`src/rtl/mem_access_if.sv`:
```
// Bundle of the CPU request/response handshake and the word-wide data memory
// port. The master side is the memory access unit; the slave side is the
// environment around it (CPU datapath plus the memory itself).
interface mem_access_if;
    // request from the CPU datapath
    logic        req_valid;
    logic        req_ready;
    logic        req_we;
    logic        req_byte;
    logic [15:0] req_addr;
    logic [15:0] req_wdata;

    // single-cycle completion back to the CPU datapath
    logic        resp_valid;
    logic [15:0] resp_rdata;

    // data memory port
    logic        mem_write_enable;
    logic        mem_read_enable;
    logic [15:0] mem_addr;
    logic [15:0] mem_wdata;
    logic [15:0] mem_rdata;

    modport master (
        input  req_valid,
        input  req_we,
        input  req_byte,
        input  req_addr,
        input  req_wdata,
        input  mem_rdata,
        output req_ready,
        output resp_valid,
        output resp_rdata,
        output mem_write_enable,
        output mem_read_enable,
        output mem_addr,
        output mem_wdata
    );

    modport slave (
        output req_valid,
        output req_we,
        output req_byte,
        output req_addr,
        output req_wdata,
        output mem_rdata,
        input  req_ready,
        input  resp_valid,
        input  resp_rdata,
        input  mem_write_enable,
        input  mem_read_enable,
        input  mem_addr,
        input  mem_wdata
    );
endinterface

```
`src/rtl/mem_access_unit.sv`:
```
// Memory access unit: takes one load/store at a time from the CPU datapath and
// sequences the data memory enables. The memory only writes whole words, so a
// byte store reads the word first and writes it back with the low byte merged
// (read-modify-write). Every output comes straight from a flop.
module mem_access_unit #(
    parameter int RD_LATENCY = 1    // memory read latency in cycles, 1..7
) (
    input  logic         clk,
    input  logic         reset,
    mem_access_if.master bus
);

    typedef enum logic [2:0] {
        IDLE,
        RD,
        WAIT,
        WR,
        RESP
    } state_t;

    // WAIT counts down from this value; the edge that sees zero is the one
    // where the memory's read data is valid.
    localparam logic [2:0] WAIT_LAST = 3'(RD_LATENCY - 1);

    state_t      state_reg;
    logic [2:0]  lat_cnt_reg;

    // latched request
    logic        we_reg;
    logic        byte_reg;
    logic [15:0] addr_reg;
    logic [7:0]  wdata_lo_reg;   // only the low byte is needed after accept

    // registered outputs
    logic        req_ready_reg;
    logic        resp_valid_reg;
    logic [15:0] resp_rdata_reg;
    logic        mem_we_reg;
    logic        mem_re_reg;
    logic [15:0] mem_addr_reg;
    logic [15:0] mem_wdata_reg;

    // Sequencer: each transition also loads the outputs for the state being
    // entered, so the enables and resp_valid line up with their state.
    always_ff @(posedge clk) begin
        if (reset) begin
            state_reg      <= IDLE;
            lat_cnt_reg    <= 3'd0;
            we_reg         <= 1'b0;
            byte_reg       <= 1'b0;
            addr_reg       <= 16'h0000;
            wdata_lo_reg   <= 8'h00;
            req_ready_reg  <= 1'b1;
            resp_valid_reg <= 1'b0;
            resp_rdata_reg <= 16'h0000;
            mem_we_reg     <= 1'b0;
            mem_re_reg     <= 1'b0;
            mem_addr_reg   <= 16'h0000;
            mem_wdata_reg  <= 16'h0000;
        end else begin
            // enables and the response are single-cycle pulses
            mem_we_reg     <= 1'b0;
            mem_re_reg     <= 1'b0;
            resp_valid_reg <= 1'b0;

            case (state_reg)
                IDLE: begin
                    if (bus.req_valid) begin
                        we_reg        <= bus.req_we;
                        byte_reg      <= bus.req_byte;
                        addr_reg      <= bus.req_addr;
                        wdata_lo_reg  <= bus.req_wdata[7:0];
                        req_ready_reg <= 1'b0;
                        mem_addr_reg  <= bus.req_addr;
                        if (bus.req_we && !bus.req_byte) begin
                            // word store needs no read
                            state_reg     <= WR;
                            mem_we_reg    <= 1'b1;
                            mem_wdata_reg <= bus.req_wdata;
                        end else begin
                            // load, or the read half of a byte store
                            state_reg  <= RD;
                            mem_re_reg <= 1'b1;
                        end
                    end
                end

                RD: begin
                    state_reg   <= WAIT;
                    lat_cnt_reg <= WAIT_LAST;
                end

                WAIT: begin
                    if (lat_cnt_reg == 3'd0) begin
                        if (we_reg) begin
                            // merge new low byte over the word just read
                            state_reg     <= WR;
                            mem_we_reg    <= 1'b1;
                            mem_addr_reg  <= addr_reg;
                            mem_wdata_reg <= {bus.mem_rdata[15:8], wdata_lo_reg};
                        end else begin
                            state_reg      <= RESP;
                            resp_valid_reg <= 1'b1;
                            resp_rdata_reg <= byte_reg ? {8'h00, bus.mem_rdata[7:0]}
                                                       : bus.mem_rdata;
                        end
                    end else begin
                        lat_cnt_reg <= lat_cnt_reg - 3'd1;
                    end
                end

                WR: begin
                    state_reg      <= RESP;
                    resp_valid_reg <= 1'b1;
                    resp_rdata_reg <= 16'h0000;
                end

                RESP: begin
                    state_reg     <= IDLE;
                    req_ready_reg <= 1'b1;
                end

                default: begin
                    state_reg     <= IDLE;
                    req_ready_reg <= 1'b1;
                end
            endcase
        end
    end

    assign bus.req_ready        = req_ready_reg;
    assign bus.resp_valid       = resp_valid_reg;
    assign bus.resp_rdata       = resp_rdata_reg;
    assign bus.mem_write_enable = mem_we_reg;
    assign bus.mem_read_enable  = mem_re_reg;
    assign bus.mem_addr         = mem_addr_reg;
    assign bus.mem_wdata        = mem_wdata_reg;

endmodule
```
`src/flat_wrapper.sv`:
```
// flat-port wrapper written by rule: the top's interface ports become plain ports
module mem_access_unit_flat 
#(
    parameter int RD_LATENCY = 1                                          
)
  (clk, reset, bus_req_valid, bus_req_we, bus_req_byte, bus_req_addr, bus_req_wdata, bus_mem_rdata, bus_req_ready, bus_resp_valid, bus_resp_rdata, bus_mem_write_enable, bus_mem_read_enable, bus_mem_addr, bus_mem_wdata);
  mem_access_if bus_i ();
  input  logic clk;
  input  logic reset;
  input wire logic [$bits(bus_i.req_valid)-1:0] bus_req_valid;
  input wire logic [$bits(bus_i.req_we)-1:0] bus_req_we;
  input wire logic [$bits(bus_i.req_byte)-1:0] bus_req_byte;
  input wire logic [$bits(bus_i.req_addr)-1:0] bus_req_addr;
  input wire logic [$bits(bus_i.req_wdata)-1:0] bus_req_wdata;
  input wire logic [$bits(bus_i.mem_rdata)-1:0] bus_mem_rdata;
  output wire logic [$bits(bus_i.req_ready)-1:0] bus_req_ready;
  output wire logic [$bits(bus_i.resp_valid)-1:0] bus_resp_valid;
  output wire logic [$bits(bus_i.resp_rdata)-1:0] bus_resp_rdata;
  output wire logic [$bits(bus_i.mem_write_enable)-1:0] bus_mem_write_enable;
  output wire logic [$bits(bus_i.mem_read_enable)-1:0] bus_mem_read_enable;
  output wire logic [$bits(bus_i.mem_addr)-1:0] bus_mem_addr;
  output wire logic [$bits(bus_i.mem_wdata)-1:0] bus_mem_wdata;
  assign bus_i.req_valid = bus_req_valid;
  assign bus_i.req_we = bus_req_we;
  assign bus_i.req_byte = bus_req_byte;
  assign bus_i.req_addr = bus_req_addr;
  assign bus_i.req_wdata = bus_req_wdata;
  assign bus_i.mem_rdata = bus_mem_rdata;
  assign bus_req_ready = bus_i.req_ready;
  assign bus_resp_valid = bus_i.resp_valid;
  assign bus_resp_rdata = bus_i.resp_rdata;
  assign bus_mem_write_enable = bus_i.mem_write_enable;
  assign bus_mem_read_enable = bus_i.mem_read_enable;
  assign bus_mem_addr = bus_i.mem_addr;
  assign bus_mem_wdata = bus_i.mem_wdata;
  mem_access_unit #(.RD_LATENCY(RD_LATENCY)) u_core (.clk(clk), .reset(reset), .bus(bus_i));
endmodule
```
`config.mk`:
```
export PLATFORM = sky130hd
export DESIGN_NAME = mem_access_unit_flat
export DESIGN_NICKNAME = d
export VERILOG_FILES = /design/src/rtl/mem_access_if.sv /design/src/rtl/mem_access_unit.sv /design/src/flat_wrapper.sv
export SDC_FILE = /design/constraint.sdc
export NUM_CORES = 1
export LEC_CHECK = 0
export ABC_AREA = 1
export BUFFER_PORTS_ARGS = -buffer_cell sky130_fd_sc_hd__buf_2
export CAP_MARGIN = 10
export CORE_MARGIN = 4
export CORE_UTILIZATION = 52
export DETAILED_ROUTE_END_ITERATION = 8
export GPL_TIMING_DRIVEN = 1
export PLACE_DENSITY = 0.86
export SYNTH_ARGS = -nofsm -noshare
export SYNTH_HDL_FRONTEND = slang
export SYNTH_SLANG_ARGS = --single-unit
export TNS_END_PERCENT = 50
```
`constraint.sdc`:
```
create_clock -name clk -period 1.7 [get_ports clk]
set_input_delay 0.34 -clock clk [delete_from_list [all_inputs] [get_ports clk]]
set_output_delay 0.34 -clock clk [all_outputs]
set_load 0.1 [all_outputs]
```
# After elaboration in Yosys (flattened, before gate mapping)

Index checks and enable logic that the tools add are counted.

Add/subtract/negate cells: 1
Eq/ne operators: 9
Multiplexer cells: 31
Bitwise logic cells: 3
Reduce and logical (&&, ||, !) cells: 16

Operators with widths:

| cell                                                  | count |
|---|---|
| 2-to-1 mux 16 bit                                     | 10 |
| one-hot mux 16 bit (2 select lines)                   | 3 |
| 2-to-1 mux 3 bit                                      | 4 |
| one-hot mux 3 bit (4 select lines)                    | 1 |
| 2-to-1 mux 1 bit                                      | 8 |
| AND reduction 2 bit                                   | 4 |
| == test 3 x 2 -> 1 bit, second input constant         | 2 |
| logical NOT 3 bit                                     | 2 |
| inequality test 2 x 1 -> 1 bit, second input constant | 3 |
| inequality test 2 bit, second input constant          | 3 |
| one-hot mux 1 bit (2 select lines)                    | 3 |
| one-hot mux 3 bit (2 select lines)                    | 1 |
| nonzero test 2 bit                                    | 3 |
| OR reduction 3 bit                                    | 2 |
| AND reduction 5 bit                                   | 1 |
| AND reduction 4 bit                                   | 1 |
| == test 3 x 1 -> 1 bit, second input constant         | 1 |
| NOT 1 bit                                             | 3 |
| AND reduction 3 bit                                   | 1 |
| subtractor 3 x 1 -> 3 bit, second input constant      | 1 |
| 2-to-1 mux 2 bit                                      | 1 |
| logical AND 1 bit                                     | 1 |
| logical NOT 1 bit                                     | 1 |

Register bits: 84
Input port bits: 53
Output and inout bits: 52
Word-level logic and storage cells: 73

# Logic depth before layout (Yosys ltp)

Word-level depth: 5
Gate-level depth with buffers: 11
Mapped depth without buffers: 10

# Least setup slack after synthesis

Ideal clock, no wire load.

Path type: register -> register
Start point: register u_core.lat_cnt_reg[0]
End point: register u_core.mem_addr_reg[4], in the netlist u_core.bus.mem_addr[4]
Setup time: 0.117 ns
Arrival: 1.398 ns
Data required time: 1.583 ns
Setup slack: 0.185 ns
Stages on the path, launching flop included: 12
Path buffers: 1
Clock period less this slack: 1.515 ns
Cells stage by stage: dfxtp_1 -> inv_1 -> ha_1 -> ha_1 -> inv_1 -> nand3_1 -> nand2_1 -> nor2_1 -> buf_2 -> nand2_1 -> nand2_1 -> nor2_1

Cells in the longest elaborated chain, start to end: 3

RTL lines:

| what                                            | RTL line               | source |
|---|---|---|
| start: declaration                              | mem_access_unit.sv:26  | `logic [2:0] lat_cnt_reg;` |
| start signal: assignment                        | mem_access_unit.sv:108 | `lat_cnt_reg <= lat_cnt_reg - 3'd1;` |
| logical NOT 3 bit                               | mem_access_unit.sv:94  | `if (lat_cnt_reg == 3'd0) begin` |
| inequality test 2 x 1 -> 1 bit (no source line) | -                      |  |
| AND reduction 4 bit (no source line)            | -                      |  |
| end signal: assignment                          | mem_access_unit.sv:74  | `mem_addr_reg <= bus.req_addr;` |
| end signal: assignment                          | mem_access_unit.sv:99  | `mem_addr_reg <= addr_reg;` |
| end: declaration                                | mem_access_unit.sv:40  | `logic [15:0] mem_addr_reg;` |

No other way between the ends.
A chain may end at the register's enable or synchronous reset.

# Worst setup path in the final report

Start point: register u_core.lat_cnt_reg[0]
End point: register u_core.resp_rdata_reg[11], in the netlist u_core.bus.resp_rdata[11]

Cells in the longest elaborated chain, start to end: 3

RTL lines:

| what                                            | RTL line               | source |
|---|---|---|
| logical NOT 3 bit                               | mem_access_unit.sv:94  |  |
| inequality test 2 x 1 -> 1 bit (no source line) | -                      |  |
| AND reduction 3 bit (no source line)            | -                      |  |
| end signal: assignment                          | mem_access_unit.sv:104 | `resp_rdata_reg <= byte_reg ? {8'h00, bus.mem_rdata[7:0]}` |
| end: declaration                                | mem_access_unit.sv:37  | `logic [15:0] resp_rdata_reg;` |

No other way between the ends.

==> run_results.csv <==
group,metric,value,unit
clock_tree,cts_buffer_depth,2,
synth,yosys.area_share.simple,32.8,%
synth,synth_top_cells_by_area,"dfxtp_1 (46%), nand2_1 (17%), nor2_1 (8.7%)",
synth,syn-num-nets,587,
placed_design,post-place-ws,0.0759,ns
synth,synth_area,3640,sq um
route,drt_wl_total,8840,um
route,wl_met2,4360,um
setup_path,critPathRequiredTime,1.92,ns
synth,ys_types,26,
placed_design,dp.cells,715,
synth,synth-seq-cells,84,
grt,antenna_found_initial,0,
clock_tree,worstSkewPairLatency,0.34,ns
die,core_area,6790,sq um
setup_path,crit_path_end_kind,"flop",
route,dr_wl_met3,519,um
placed_design,hpwl,6090,um
setup_path,path_buf_inv,2,
setup_path,crit_family,"compound AO/OA/AOI/OAI gates",
timing,rsz0062_at_grt,"yes",
clock_tree,cts_sinks,84,
timing,fin_crit_sh,94.1,%
grt,track_usage,21.1,%
pwr,p_per_area,2240,nW/um^2
synth,yosys.area.top_type,"dfxtp_1",
grt,grt_pass1_vias,3439,
setup_path,cp-start-kind,"flop",
clock_tree,cts_tree,"yes",
timing,worst_pin_slew,0.505,ns
clock_tree,clk_pin_slew,0.08,ns
final_layout,fin_util,65.9,%
setup_path,critPathKind,"flop to flop",
min_path,hp-class,"primary input to flop",
timing,period_needed,1.60,ns
route,routed_via_density,4.90,
synth,synth_top_family_by_area,"simple AND/OR/NAND/NOR gates",
job,cap_violations,0,
synth,synthXorXnorAreaFrac,0,%
placed_design,placed_area,4270,sq um
timing,setup-violations-final,0,
synth,synth-seq-area-share,46.2,%
pwr,ir_drop,1170,uV
timing,layout_setup_ws,0.100,ns
timing,slew_violations,0,
grt,grt_overflow_total,0,
outcome,status,"complete, no violations",
clock_tree,numCtsBuffers,9,
route,wl_per_cell,12.1,um
die,die_x,91.7,um
final_layout,fill_cells,606,
die,io-pin-count,105,
die,die_area,8400,sq um
die,rows,30,
grt,grt_max_degree,50,
final_layout,layout-drive-gt1-share,22.7,%
timing,max_freq,625,MHz
synth,synth_cells,532,
setup_path,worstPathArrival,1.82,ns
placed_design,portBuffers,104,
final_layout,fin_cells,731,
final_layout,antenna_cells,0,
route,met1Wirelength,3840,um
route,vias,3580,
setup_path,cpPeakStageDelay,0.31,ns
timing,clock_skew,0.0103,ns
setup_path,critPathMaxFanout,23,
route,top_layer_used,"met4",
final_layout,area_growth_syn_to_layout,23.0,%
route,drc,0,
synth,ys_warn_count,0,
synth,avgSynthCellArea,6.84,sq um
synth,muxShareOfSynthArea,0,%
pwr,leakage,2.31,nW
final_layout,stdcell_area,4480,sq um
route,drt-initial-drc-count,189,
placed_design,gp_congestion,0.833,
grt,grt_first_pass_wirelength,14600,um
setup_path,path_cells,"inv_1, ha_1, ha_1, nand2_1, a21oi_2, buf_6, o21ai_0, o21ai_0, nor2_1",
synth,synth_top_area_share,46.2,%
die,start_util,53.6,%
timing,slew_headroom,66.6,%
clock_tree,cts_hold_buf,0,
synth,synth-adder-area-share,0.688,%
clock_tree,cts-root-buf,"clkbuf_8",
final_layout,nets,686,
synth,synth_compound_area_share,11.5,%
setup_path,critPathSlowestCell,"dfxtp_1",
route,drtAntennaViolNets,0,
timing,hold_viol,0,
clock_tree,cts.htree.levels,3,
route,first_pass_iters,4,
die,die_y,91.7,um
-- worst min-delay path, cell delays in order --
cell and delay, ns:
buf_2 0.11, nand2_1 0.05, a21oi_1 0.05
-- final timing paths --
check / slack, ns / cells after the start / from / to
hold / removal: 0.25 / 3 / bus_req_addr[8] / u_core.addr_reg[8]
setup / recovery: 0.10 / 9 / u_core.lat_cnt_reg[0] / u_core.bus.resp_rdata[11]
setup reg to reg: 0.10 / 9 / u_core.lat_cnt_reg[0] / u_core.bus.resp_rdata[11]
hold reg to reg: 0.45 / 2 / u_core.wdata_lo_reg[0] / u_core.wdata_lo_reg[0]
-- final cells by class --
type                       count  area, sq um  area share, %
sequential                    84         1680           37.6
multi-input combinational    372         1650           36.8
timing repair buffer         118          684           15.3
inverter                      46          173           3.86
clock buffer                  13          159           3.55
tap                           96          120           2.68
clock inverter                 2         10.0          0.224
-- synth_stat cells (all sizes together) --
cell type and count:
clkbuf 16, ha 2, a21oi 37, clkinv 1, buf 14, dfxtp 84, nand4 1, nor2 87
and2 1, inv 45, nand3b 16, a21boi 1, nand3 14, nor3 2, o21ai 43, nand2 167
o211ai 1
-- layout by cell type (no fill, tap or decap), drive strengths merged --
cell type,n
and2,1
nand3,14
nor3,2
ha,2
nand4,1
dfxtp,84
clkbuf,14
nand3b,16
inv,45
buf,117
a21oi,37
o21ai,43
a21boi,1
nor2,87
o211ai,1
clkinv,3
nand2,167
-- cell families after synthesis --
kind of cell	after synthesis
flops	84
fa+ha+maj	2
simple gates	288
compound gates	82
buf+inv	76
-- stage by stage --
step	TNS (ns)	total power, W	hold WS, ns
after CTS	0	0.00992	0.238
final	0	0.0100	0.246
after floorplan	0	0.00763	0.425
after global routing	-0.0925	0.0106	0.250
after global placement	0	0.00851	0.431
after detailed placement	0	0.00866	0.440
-- where the power goes --
part	switching (W)	internal, W	total [W]	leakage [nW]
sequential	0.000304	0.00257	0.00288	0.689
combinational	0.00461	0.00129	0.00590	1.53
clock	0.000645	0.000600	0.00124	0.0893
-- what timing repair did --
item / CTS / global route
setup endpoints to repair: 0 / 4
buffers inserted: 0 / 0
hold endpoints to repair: 0 / 0
resized for setup: 0 / 3
-- layer usage --
| metal | up-vias | GRT usage [%] |
|---|---|---|
| met5 | - | 0 |
| met4 | 0 | 9.92 |
| met3 | 11 | 3.77 |
| met2 | 118 | 36.9 |
| met1 | 1603 | 25.0 |
| li1 | 1848 | - |
Note: power is estimated with default switching activity, not from simulation.
